[config.mk]
export PLATFORM = sky130hd
export DESIGN_NAME = uart_core_param
export DESIGN_NICKNAME = d
export VERILOG_FILES = /design/src/rtl/uart_core_param.sv
export SDC_FILE = /design/constraint.sdc
export NUM_CORES = 1
export LEC_CHECK = 0
export ABC_AREA = 0
export BUFFER_PORTS_ARGS = -buffer_cell sky130_fd_sc_hd__buf_4
export CAP_MARGIN = 10
export CORE_ASPECT_RATIO = 1.5
export CORE_MARGIN = 2
export CORE_UTILIZATION = 40
export CTS_BUF_LIST = sky130_fd_sc_hd__clkbuf_8
export DETAILED_ROUTE_END_ITERATION = 6
export PLACE_DENSITY_LB_ADDON = 0.12
export SLEW_MARGIN = 20
export SYNTH_ARGS = -nofsm -noshare
export SYNTH_HDL_FRONTEND = slang
export SYNTH_SLANG_ARGS = --single-unit
export TNS_END_PERCENT = 20
[constraint.sdc]
create_clock -name clkInput -period 7 [get_ports clkInput]
set_clock_uncertainty 0.1 [all_clocks]
set_input_delay 1.05 -clock clkInput [delete_from_list [all_inputs] [get_ports clkInput]]
set_output_delay 1.05 -clock clkInput [all_outputs]
set_load 0.05 [all_outputs]
[src/rtl/uart_core_param.sv]
`default_nettype none
// ============================================================================
// Module   : uart_core_param
// Brief    : Parametrised full-duplex UART, 16x oversampled RX with majority vote.
// Revision : 1.0 - initial release
// ============================================================================
module uart_core_param #(
    parameter int BAUD_DIV  = 326,
    parameter int DATA_BITS = 8,
    parameter int PARITY    = 0,
    parameter int STOP_BITS = 1
) (
    input  logic                 clkInput,
    input  logic                 rstInput,
    input  logic                 rxInput,
    output logic                 txOutput,
    input  logic [DATA_BITS-1:0] sendData,
    input  logic                 sendStart,
    output logic                 sendReady,
    output logic                 sendCompFlag,
    output logic [DATA_BITS-1:0] recvData,
    output logic                 recvCompFlag,
    output logic                 recvParityErr,
    output logic                 recvFrameErr
);

    localparam int                 c_DIV_W     = (BAUD_DIV > 2) ? $clog2(BAUD_DIV) : 1;
    localparam logic [c_DIV_W-1:0] c_DIV_MAX   = c_DIV_W'(BAUD_DIV - 1);
    localparam logic [c_DIV_W-1:0] c_DIV_ONE   = c_DIV_W'(1);
    localparam logic [3:0]         c_LAST_DATA = 4'(DATA_BITS - 1);
    localparam logic [3:0]         c_LAST_STOP = 4'(STOP_BITS - 1);

    typedef enum logic [2:0] {TX_IDLE, TX_START, TX_DATA, TX_PARITY, TX_STOP} txState_t;
    typedef enum logic [2:0] {RX_IDLE, RX_START, RX_DATA, RX_PARITY, RX_STOP, RX_WAIT_HIGH} rxState_t;

    function automatic logic parityOf(input logic [DATA_BITS-1:0] d);
        return (PARITY == 2) ? ~^d : ^d;
    endfunction

    // ---------------- TX ----------------
    txState_t               r_txState, w_txStateNext;
    logic [c_DIV_W-1:0]     r_txDiv, w_txDivNext;
    logic [3:0]             r_txSample, w_txSampleNext;
    logic [3:0]             r_txBitCnt, w_txBitCntNext;
    logic [DATA_BITS-1:0]   r_txShift, w_txShiftNext;
    logic                   r_txParity, w_txParityNext;
    logic                   r_txOut, w_txOutNext;
    logic                   r_sendReady, w_sendReadyNext;
    logic                   r_sendComp, w_sendCompNext;
    logic                   w_txBitEnd;

    assign w_txBitEnd = (r_txDiv == c_DIV_MAX) && (r_txSample == 4'hF);

    always_comb begin
        w_txStateNext   = r_txState;
        w_txDivNext     = r_txDiv;
        w_txSampleNext  = r_txSample;
        w_txBitCntNext  = r_txBitCnt;
        w_txShiftNext   = r_txShift;
        w_txParityNext  = r_txParity;
        w_txOutNext     = r_txOut;
        w_sendReadyNext = r_sendReady;
        w_sendCompNext  = 1'b0;
        if (r_txState != TX_IDLE) begin
            if (r_txDiv == c_DIV_MAX) begin
                w_txDivNext    = '0;
                w_txSampleNext = r_txSample + 4'd1;
            end else begin
                w_txDivNext = r_txDiv + c_DIV_ONE;
            end
        end
        case (r_txState)
            TX_IDLE: begin
                // Divider restarts here so every bit is exactly 16*BAUD_DIV clocks.
                if (sendStart && r_sendReady) begin
                    w_txStateNext   = TX_START;
                    w_txShiftNext   = sendData;
                    w_txParityNext  = parityOf(sendData);
                    w_txOutNext     = 1'b0;
                    w_sendReadyNext = 1'b0;
                    w_txDivNext     = '0;
                    w_txSampleNext  = 4'd0;
                    w_txBitCntNext  = 4'd0;
                end
            end
            TX_START: begin
                if (w_txBitEnd) begin
                    w_txStateNext  = TX_DATA;
                    w_txOutNext    = r_txShift[0];
                    w_txShiftNext  = {1'b0, r_txShift[DATA_BITS-1:1]};
                    w_txBitCntNext = 4'd0;
                end
            end
            TX_DATA: begin
                if (w_txBitEnd) begin
                    if (r_txBitCnt == c_LAST_DATA) begin
                        w_txBitCntNext = 4'd0;
                        if (PARITY != 0) begin
                            w_txStateNext = TX_PARITY;
                            w_txOutNext   = r_txParity;
                        end else begin
                            w_txStateNext = TX_STOP;
                            w_txOutNext   = 1'b1;
                        end
                    end else begin
                        w_txOutNext    = r_txShift[0];
                        w_txShiftNext  = {1'b0, r_txShift[DATA_BITS-1:1]};
                        w_txBitCntNext = r_txBitCnt + 4'd1;
                    end
                end
            end
            TX_PARITY: begin
                if (w_txBitEnd) begin
                    w_txStateNext  = TX_STOP;
                    w_txOutNext    = 1'b1;
                    w_txBitCntNext = 4'd0;
                end
            end
            TX_STOP: begin
                if (w_txBitEnd) begin
                    if (r_txBitCnt == c_LAST_STOP) begin
                        w_txStateNext   = TX_IDLE;
                        w_sendCompNext  = 1'b1;
                        w_sendReadyNext = 1'b1;
                        w_txOutNext     = 1'b1;
                    end else begin
                        w_txBitCntNext = r_txBitCnt + 4'd1;
                    end
                end
            end
            default: w_txStateNext = TX_IDLE;
        endcase
    end

    always_ff @(posedge clkInput) begin
        if (rstInput) begin
            r_txState   <= TX_IDLE;
            r_txDiv     <= '0;
            r_txSample  <= 4'd0;
            r_txBitCnt  <= 4'd0;
            r_txShift   <= '0;
            r_txParity  <= 1'b0;
            r_txOut     <= 1'b1;
            r_sendReady <= 1'b1;
            r_sendComp  <= 1'b0;
        end else begin
            r_txState   <= w_txStateNext;
            r_txDiv     <= w_txDivNext;
            r_txSample  <= w_txSampleNext;
            r_txBitCnt  <= w_txBitCntNext;
            r_txShift   <= w_txShiftNext;
            r_txParity  <= w_txParityNext;
            r_txOut     <= w_txOutNext;
            r_sendReady <= w_sendReadyNext;
            r_sendComp  <= w_sendCompNext;
        end
    end

    assign txOutput     = r_txOut;
    assign sendReady    = r_sendReady;
    assign sendCompFlag = r_sendComp;

    // ---------------- RX ----------------
    rxState_t               r_rxState, w_rxStateNext;
    logic                   r_rxSync1, r_rxSync2;
    logic [c_DIV_W-1:0]     r_rxTickCnt;
    logic [3:0]             r_rxSample, w_rxSampleNext;
    logic [1:0]             r_rxVote, w_rxVoteNext;
    logic [3:0]             r_rxBitCnt, w_rxBitCntNext;
    logic [DATA_BITS-1:0]   r_rxShift, w_rxShiftNext;
    logic                   r_rxParBit, w_rxParBitNext;
    logic                   r_rxStopBit, w_rxStopBitNext;
    logic [DATA_BITS-1:0]   r_recvData, w_recvDataNext;
    logic                   r_recvComp, w_recvCompNext;
    logic                   r_recvParErr, w_recvParErrNext;
    logic                   r_recvFrameErr, w_recvFrameErrNext;
    logic                   w_tick, w_rxMaj;

    assign w_tick  = (r_rxTickCnt == c_DIV_MAX);
    // Samples 7 and 8 are held; sample 9 is the live line at the count-9 tick.
    assign w_rxMaj = (r_rxVote[0] & r_rxVote[1]) | (r_rxVote[0] & r_rxSync2) | (r_rxVote[1] & r_rxSync2);

    always_comb begin
        w_rxStateNext      = r_rxState;
        w_rxSampleNext     = r_rxSample;
        w_rxVoteNext       = r_rxVote;
        w_rxBitCntNext     = r_rxBitCnt;
        w_rxShiftNext      = r_rxShift;
        w_rxParBitNext     = r_rxParBit;
        w_rxStopBitNext    = r_rxStopBit;
        w_recvDataNext     = r_recvData;
        w_recvParErrNext   = r_recvParErr;
        w_recvFrameErrNext = r_recvFrameErr;
        w_recvCompNext     = 1'b0;
        if (w_tick && (r_rxState != RX_IDLE) && (r_rxState != RX_WAIT_HIGH)) begin
            w_rxSampleNext = r_rxSample + 4'd1;
            if (r_rxSample == 4'd7) w_rxVoteNext[0] = r_rxSync2;
            if (r_rxSample == 4'd8) w_rxVoteNext[1] = r_rxSync2;
        end
        case (r_rxState)
            RX_IDLE: begin
                if (w_tick && !r_rxSync2) begin
                    w_rxStateNext  = RX_START;
                    w_rxSampleNext = 4'd0;
                end
            end
            RX_START: begin
                if (w_tick) begin
                    if ((r_rxSample == 4'd9) && w_rxMaj) begin
                        w_rxStateNext = RX_IDLE;
                    end else if (r_rxSample == 4'd15) begin
                        w_rxStateNext  = RX_DATA;
                        w_rxBitCntNext = 4'd0;
                    end
                end
            end
            RX_DATA: begin
                if (w_tick) begin
                    if (r_rxSample == 4'd9) w_rxShiftNext = {w_rxMaj, r_rxShift[DATA_BITS-1:1]};
                    if (r_rxSample == 4'd15) begin
                        if (r_rxBitCnt == c_LAST_DATA) begin
                            w_rxStateNext = (PARITY != 0) ? RX_PARITY : RX_STOP;
                        end else begin
                            w_rxBitCntNext = r_rxBitCnt + 4'd1;
                        end
                    end
                end
            end
            RX_PARITY: begin
                if (w_tick) begin
                    if (r_rxSample == 4'd9)  w_rxParBitNext = w_rxMaj;
                    if (r_rxSample == 4'd15) w_rxStateNext  = RX_STOP;
                end
            end
            RX_STOP: begin
                if (w_tick) begin
                    if (r_rxSample == 4'd9) w_rxStopBitNext = w_rxMaj;
                    // Complete mid-stop-bit so the next start edge is never missed.
                    if (r_rxSample == 4'd10) begin
                        w_recvDataNext     = r_rxShift;
                        w_recvParErrNext   = (PARITY != 0) && (r_rxParBit != parityOf(r_rxShift));
                        w_recvFrameErrNext = !r_rxStopBit;
                        w_recvCompNext     = 1'b1;
                        w_rxStateNext      = r_rxStopBit ? RX_IDLE : RX_WAIT_HIGH;
                    end
                end
            end
            RX_WAIT_HIGH: begin
                if (r_rxSync2) w_rxStateNext = RX_IDLE;
            end
            default: w_rxStateNext = RX_IDLE;
        endcase
    end

    always_ff @(posedge clkInput) begin
        if (rstInput) begin
            r_rxSync1      <= 1'b1;
            r_rxSync2      <= 1'b1;
            r_rxTickCnt    <= '0;
            r_rxState      <= RX_IDLE;
            r_rxSample     <= 4'd0;
            r_rxVote       <= 2'b00;
            r_rxBitCnt     <= 4'd0;
            r_rxShift      <= '0;
            r_rxParBit     <= 1'b0;
            r_rxStopBit    <= 1'b0;
            r_recvData     <= '0;
            r_recvComp     <= 1'b0;
            r_recvParErr   <= 1'b0;
            r_recvFrameErr <= 1'b0;
        end else begin
            r_rxSync1      <= rxInput;
            r_rxSync2      <= r_rxSync1;
            r_rxTickCnt    <= w_tick ? '0 : r_rxTickCnt + c_DIV_ONE;
            r_rxState      <= w_rxStateNext;
            r_rxSample     <= w_rxSampleNext;
            r_rxVote       <= w_rxVoteNext;
            r_rxBitCnt     <= w_rxBitCntNext;
            r_rxShift      <= w_rxShiftNext;
            r_rxParBit     <= w_rxParBitNext;
            r_rxStopBit    <= w_rxStopBitNext;
            r_recvData     <= w_recvDataNext;
            r_recvComp     <= w_recvCompNext;
            r_recvParErr   <= w_recvParErrNext;
            r_recvFrameErr <= w_recvFrameErrNext;
        end
    end

    assign recvData      = r_recvData;
    assign recvCompFlag  = r_recvComp;
    assign recvParityErr = r_recvParErr;
    assign recvFrameErr  = r_recvFrameErr;

endmodule
`default_nettype wire

* After elaboration in Yosys (flattened, before gate mapping)
Index checks and enable logic that the tools add are counted.
Widths: inputs -> output; s select.
** Word-level totals
- Output and inout port bits :: 14
- Bits in registers :: 74
- Input bits :: 12
** Cells by class
- Add/sub/neg operators :: 6
- Bitwise operators :: 9
- Equal/unequal tests :: 44
- Muxes and demuxes :: 63
- Reductions and logical operators :: 34
** Operator list (number)
- $mux 4 :: 19
- $mux 3 :: 20
- $ne 2x2->1 const B :: 22
- $mux 9 :: 4
- $mux 8 :: 4
- $pmux 8 s3 :: 1
- $reduce_and 7->1 :: 3
- $eq 4x4->1 const B :: 5
- $add 9x1->9 const B :: 2
- $eq 9x9->1 const B :: 2
- $pmux 3 s6 :: 1
- $add 4x1->4 const B :: 4
- $pmux 4 s4 :: 1
- $pmux 3 s5 :: 1
- $eq 3x2->1 const B :: 4
- $eq 4x3->1 const B :: 3
- $reduce_and 11->1 :: 1
- $eq 3x3->1 const B :: 3
- $mux 1 :: 9
- $reduce_and 3->1 :: 3
- $reduce_bool 3->1 :: 3
- $pmux 4 s2 :: 1
- $eq 3x1->1 const B :: 2
- $logic_and 1x1->1 :: 6
- other kinds (19) :: 32

* Logic depth before layout (Yosys ltp)
- Depth after elaboration :: 7
- Depth in mapped cells :: 8
- Depth with buffers taken out :: 7

* Least setup slack after synthesis
OpenSTA, ideal clock, no wires.
- Kind :: input port to flip-flop
- Start point :: in sendStart
- End point :: reg r_txBitCnt[2]
- Library setup time :: 0.070 ns
- Required time :: 6.830 ns
- Arrival :: 2.173 ns
- Path slack :: 4.656 ns
- Stages :: 5
- Path buffers :: 0
- Cells stage by stage :: nand2_1 > nor2_2 > o21ai_1 > or4_1 > a21oi_1
** Between the ends
- Longest elaborated chain between the ends :: 3
** Ends and longest elaborated chain
- start: declaration :: RTL line 18 : input logic sendStart,
- $logic_and 1x1->1 :: RTL line 75 : if (sendStart && r_sendReady) begin
- $ne 2x2->1 (no line)
- $reduce_and 6->1 (no line)
- end signal: assignment :: RTL line 150 : r_txBitCnt <= w_txBitCntNext;
- end: declaration :: RTL line 44 : logic [3:0] r_txBitCnt, w_txBitCntNext;
No other way between the ends.
A chain may end at the register's enable or synchronous reset.

* Final worst setup path
- Start point :: reg r_txState[2]
- End point :: reg r_txBitCnt[2]
** Between the ends
- Longest elaborated chain between the ends :: 4
- Elaborated cells between the ends (all ways) :: 14
- Those cells by class :: eq/ne (9); mux (1); reduce/logical (4)
** Ends and longest elaborated chain
- start: declaration :: RTL line 41 : txState_t r_txState, w_txStateNext;
- start signal: assignment :: RTL line 147 : r_txState <= w_txStateNext;
- $eq 3x2->1 or $eq 3x1->1 (tied branches) :: RTL line 72 : case (r_txState)
- $reduce_or 2->1 (no line)
- $ne 2x1->1 (no line) or $reduce_bool 4->1 (tied branches)
- $reduce_and 6->1 (no line)
Several ways; a longest one is shown, not always the timed one.

==> flow_summary.html <==
<table>
<tr><th>Metric</th><th>Value</th></tr>
<tr><th colspan="2">Global route</th></tr>
<tr><td>Wire length of the first global-routing pass</td><td>approximately 12000 µm</td></tr>
<tr><td>Number of antenna violations at the first check in global routing</td><td>0</td></tr>
<tr><td>Pin count of the biggest net entering global routing</td><td>55</td></tr>
<tr><td>Global routing usage summed across all routing layers</td><td>16.0%</td></tr>
<tr><td>Number of global-route vias before repair</td><td>2688</td></tr>
<tr><td>Final global-route overflow total</td><td>0</td></tr>
<tr><th colspan="2">Placement</th></tr>
<tr><td>GP Congestion</td><td>around 0.75</td></tr>
<tr><td>Port-buffer cells</td><td>24</td></tr>
<tr><td>Setup WS pre-CTS</td><td>roughly 4.4 ns</td></tr>
<tr><td>Post-DP HPWL</td><td>5100 µm</td></tr>
<tr><th colspan="2">Clock tree</th></tr>
<tr><td>Maximum buffer depth of the clock tree</td><td>2</td></tr>
<tr><td>Inserted Clock Buffers</td><td>9</td></tr>
<tr><td>CTS tree</td><td>yes</td></tr>
<tr><td>Clock slew at reported path FFs</td><td>around 0.07 ns</td></tr>
<tr><td>CTS root buffer</td><td>sky130_fd_sc_hd__clkbuf_8</td></tr>
<tr><td>Post-CTS repair timing setup buffer count</td><td>0</td></tr>
<tr><td># clock sinks</td><td>74</td></tr>
<tr><td>Post-CTS resize count</td><td>0</td></tr>
<tr><td>H-tree depth reported by CTS</td><td>3</td></tr>
<tr><td>Number of buffers inserted for hold repair after clock tree synthesis</td><td>0</td></tr>
<tr><td>Clock network latency to the later pin of the worst-skew pair</td><td>roughly 0.34 ns</td></tr>
<tr><th colspan="2">Worst setup path</th></tr>
<tr><td>Category of the worst setup path launch point</td><td>flip-flop</td></tr>
<tr><td>Required time reported for the critical path endpoint</td><td>slightly above 7 ns</td></tr>
<tr><td>Critical path class</td><td>reg2reg</td></tr>
<tr><td>Worst Reg2Reg Path Length in Cells</td><td>5</td></tr>
<tr><td>Crit end category</td><td>flip-flop</td></tr>
<tr><td>Worst Path Arrival</td><td>approximately 2.6 ns</td></tr>
<tr><td>RR Startpoint</td><td>r_txState[2]$_SDFFE_PP0P_</td></tr>
<tr><td>Crit. Startpoint</td><td>r_txState[2]$_SDFFE_PP0P_</td></tr>
<tr><td>R2R setup slack</td><td>approximately 4.6 ns</td></tr>
<tr><td>Largest driver fanout on the critical path</td><td>16</td></tr>
<tr><td>Endpoint of the worst-slack reg-to-reg timing path</td><td>r_txBitCnt[2]$_SDFFE_PP0P_</td></tr>
<tr><th colspan="2">Synthesis</th></tr>
<tr><td>Sequential cell area fraction in the yosys report</td><td>42.3%</td></tr>
<tr><td>Area fraction of the dominant cell type after synthesis</td><td>about 42%</td></tr>
<tr><td>Number of synthesized flops with an enable pin</td><td>0</td></tr>
<tr><td>Leading register cell type out of synthesis</td><td>sky130_fd_sc_hd__dfxtp_1</td></tr>
<tr><td>Warning count from the yosys run</td><td>0</td></tr>
<tr><td>Post-synthesis register bit count</td><td>74</td></tr>
<tr><td>Simple-gate portion of the synthesized area</td><td>between 20% and 30%</td></tr>
<tr><td>Synth area leaders</td><td>sky130_fd_sc_hd__dfxtp_1 42%, sky130_fd_sc_hd__mux2i_1 6.0%, sky130_fd_sc_hd__nor2_1 5.3%</td></tr>
<tr><td>Post-Synth Adder-Cell Area</td><td>~4.6%</td></tr>
<tr><td>Share of flip-flops with an asynchronous set or reset after synthesis</td><td>0%</td></tr>
<tr><td>Post-synthesis area per instance</td><td>about 8.8 µm²</td></tr>
<tr><td>Number of cells produced by synthesis</td><td>~400</td></tr>
<tr><td>Combinational family with the most area after synthesis</td><td>simple AND/OR/NAND/NOR gates</td></tr>
<tr><td>Synth unique cells</td><td>between 50 and 60</td></tr>
<tr><td>Mapped Area</td><td>around 0.0035 mm²</td></tr>
<tr><td>Synth cell count leaders</td><td>74 x sky130_fd_sc_hd__dfxtp_1, 49 x sky130_fd_sc_hd__nor2_1, 33 x sky130_fd_sc_hd__nand2_1</td></tr>
<tr><td>Library cell with the highest instance count after synthesis</td><td>sky130_fd_sc_hd__dfxtp_1</td></tr>
<tr><td>Share of synthesized area spent on multiplexers</td><td>under 10%</td></tr>
<tr><td>Area fraction in compound gates after synthesis</td><td>between 10 and 15%</td></tr>
<tr><td>Cell type contributing the most total cell area after synthesis</td><td>sky130_fd_sc_hd__dfxtp_1</td></tr>
<tr><td>Number of nets produced by synthesis</td><td>around 420</td></tr>
<tr><td>Post-synthesis share of cell area spent on xor and xnor gates</td><td>under 10%</td></tr>
<tr><th colspan="2">Floorplanning</th></tr>
<tr><td>Core Area</td><td>0.00846 mm²</td></tr>
<tr><td>Number of rows in the core area</td><td>slightly above 40</td></tr>
<tr><td>Die X</td><td>80.4 µm</td></tr>
<tr><td>Die footprint</td><td>0.00953 mm²</td></tr>
<tr><td>Initial Util</td><td>41.3%</td></tr>
<tr><td>Y dimension of the die</td><td>~120 µm</td></tr>
<tr><td>Ports placed on the boundary</td><td>26</td></tr>
<tr><th colspan="2">STA</th></tr>
<tr><td>Max Freq</td><td>around 420 MHz</td></tr>
<tr><td>Slew Limit Headroom</td><td>around 37%</td></tr>
<tr><td>Total count of hold-check failures in the final report</td><td>0</td></tr>
<tr><td>Final total negative setup slack</td><td>0 ns</td></tr>
<tr><td>Final critical-path required period</td><td>between 2 and 2.5 ns</td></tr>
<tr><td>Total count of max-transition violations in the final report</td><td>0</td></tr>
<tr><td>Setup slack of the critical path after layout</td><td>around 4.6 ns</td></tr>
<tr><td>Worst-Margin Slew</td><td>around 0.94 ns</td></tr>
<tr><td>Number of endpoints failing setup at the final stage</td><td>0</td></tr>
<tr><td>Final clock period utilization by the worst path</td><td>between 30% and 40%</td></tr>
<tr><td>Setup repair after global routing missed its margin</td><td>false</td></tr>
<tr><th colspan="2">Job</th></tr>
<tr><td>Maximum Capacitance Violations</td><td>0</td></tr>
<tr><th colspan="2">Min path</th></tr>
<tr><td>Hold Crit Start</td><td>r_rxSync1$_SDFF_PP1_</td></tr>
<tr><td>Worst Hold Class</td><td>reg2reg</td></tr>
<tr><td>Hold Path Depth</td><td>1</td></tr>
<tr><td>End of the worst hold path</td><td>r_rxSync2$_SDFF_PP1_</td></tr>
<tr><th colspan="2">Finish</th></tr>
<tr><td>Number of nets in the finished design</td><td>around 440</td></tr>
<tr><td>Number of inserted filler cells in the final layout</td><td>slightly below 900</td></tr>
<tr><td>Share of cells above drive strength 1</td><td>a little over an eighth</td></tr>
<tr><td>Antenna Diode Count</td><td>0</td></tr>
<tr><td>Area of all sequential standard cells</td><td>0.00148 mm²</td></tr>
<tr><td>Signed area change from the synthesized netlist to the final layout</td><td>11.2%</td></tr>
<tr><td>Area occupied by multi-input gates</td><td>roughly 0.0019 mm²</td></tr>
<tr><td>Final Util</td><td>between 40% and 50%</td></tr>
<tr><th colspan="2">Route</th></tr>
<tr><td>Post-DR wirelength/cell</td><td>13.7 µm</td></tr>
<tr><td>Via count normalized by instance count</td><td>roughly 5.4</td></tr>
<tr><td>Total vias in the final route</td><td>2808</td></tr>
<tr><td>Wire length after detailed routing</td><td>7150 µm</td></tr>
<tr><td>Pre-Repair DR Iteration Count</td><td>4</td></tr>
<tr><td>Drt first-iter violations</td><td>between 100 and 150</td></tr>
<tr><td>Post-route ant nets</td><td>0</td></tr>
<tr><td>Drt drc</td><td>0</td></tr>
<tr><th colspan="2">Pwr</th></tr>
<tr><td>Largest voltage drop on the vdd net</td><td>between 0.0001 and 0.00015 V</td></tr>
<tr><td>Leakage</td><td>approximately 0.0015 µW</td></tr>
<tr><td>Pwr dens</td><td>about 200 mW/mm²</td></tr>
<tr><td>Total design power</td><td>771 µW</td></tr>
<tr><th colspan="2">Run status</th></tr>
<tr><td>Result of the run</td><td>complete, no violations</td></tr>
</table>
[per-layer routing]
| layer | wire length, µm | GRT usage, % |
|---|---|---|
| met5 | 0 | 0 |
| met4 | 138 | 7.20 |
| met3 | 202 | 4.81 |
| met2 | 3830 | 29.2 |
| met1 | 2990 | 16.1 |
[worst max path at each step]
stage | endpoint | slack [ns]
after floorplan | r_txBitCnt[2]$_SDFFE_PP0P_ | 4.66
after global placement | r_txShift[3]$_SDFFE_PP0P_ | 4.40
after detailed placement | r_txShift[3]$_SDFFE_PP0P_ | 4.39
after CTS | r_txShift[3]$_SDFFE_PP0P_ | 4.42
after global routing | recvFrameErr$_SDFFE_PP0P_ | 4.38
final | r_txBitCnt[2]$_SDFFE_PP0P_ | 4.59
[critical path: stages, from the launching register on]
cell	delay, ns
sky130_fd_sc_hd__dfxtp_1	0.48
sky130_fd_sc_hd__or3_1	0.56
sky130_fd_sc_hd__nor2_2	0.34
sky130_fd_sc_hd__o21ai_1	0.22
sky130_fd_sc_hd__or4_1	0.49
sky130_fd_sc_hd__a21oi_1	0.14
[flip-flops by register name, indices dropped and copies added (netlist names), 2 cells and up]
register,count
r_rxBitCnt,4
r_rxVote,2
r_rxTickCnt,9
r_rxShift,8
r_txSample,4
r_rxSample,4
r_txShift,8
r_txBitCnt,4
r_txDiv,9
r_rxState,3
recvData,8
r_txState,3
[stage by stage]
stage / cell area, µm² / instances / hold WS [ns]
after global placement: 3730 / 509 / 0.307
after global routing: 3890 / 524 / 0.342
after detailed placement: 3730 / 509 / 0.303
final: 3890 / 524 / 0.319
after CTS: 3890 / 524 / 0.323
after floorplan: 3500 / 397 / 0.289
[kinds of logic after synthesis]
kind of cell    count (synthesis)
fa+ha+maj                      13
other cells                     1
mux                            21
compound gates                 66
xor+xnor                       23
simple gates                  170
flops                          74
buf+inv                        29
[area by class of cell]
class | instances | area share (%)
tap | 107 | 3.44
sequential | 74 | 38.1
clock inverter | 6 | 0.707
timing repair buffer | 24 | 4.63
multi-input combinational | 294 | 49.0
inverter | 10 | 0.964
clock buffer | 9 | 3.18
[power breakdown]
part / internal [µW] / switching [µW] / total (µW)
logic: 24.6 / 38.3 / 62.9
clock network: 121 / 147 / 268
registers: 430 / 9.75 / 440
total: 576 / 195 / 771
[cells in the final DEF (no fill, tap or decap), drive strengths merged, types with 4 or more instances in the layout]
cell type  netlist  routed
dfxtp           74      74
nor2            50      50
nand2           34      34
a21oi           27      27
buf              5      24
nor3            22      22
mux2i           21      21
xor2            18      18
inv             10      12
ha              12      12
o21ai           11      11
nand4           10      10
clkbuf          14       9
nand3            7       7
a31o             7       7
or3              6       6
nor2b            5       5
xnor2            5       5
or2              4       4
and2             4       4
nor3b            4       4
or4              4       4
clkinv           0       4
Power figures use the tool's default switching activity.
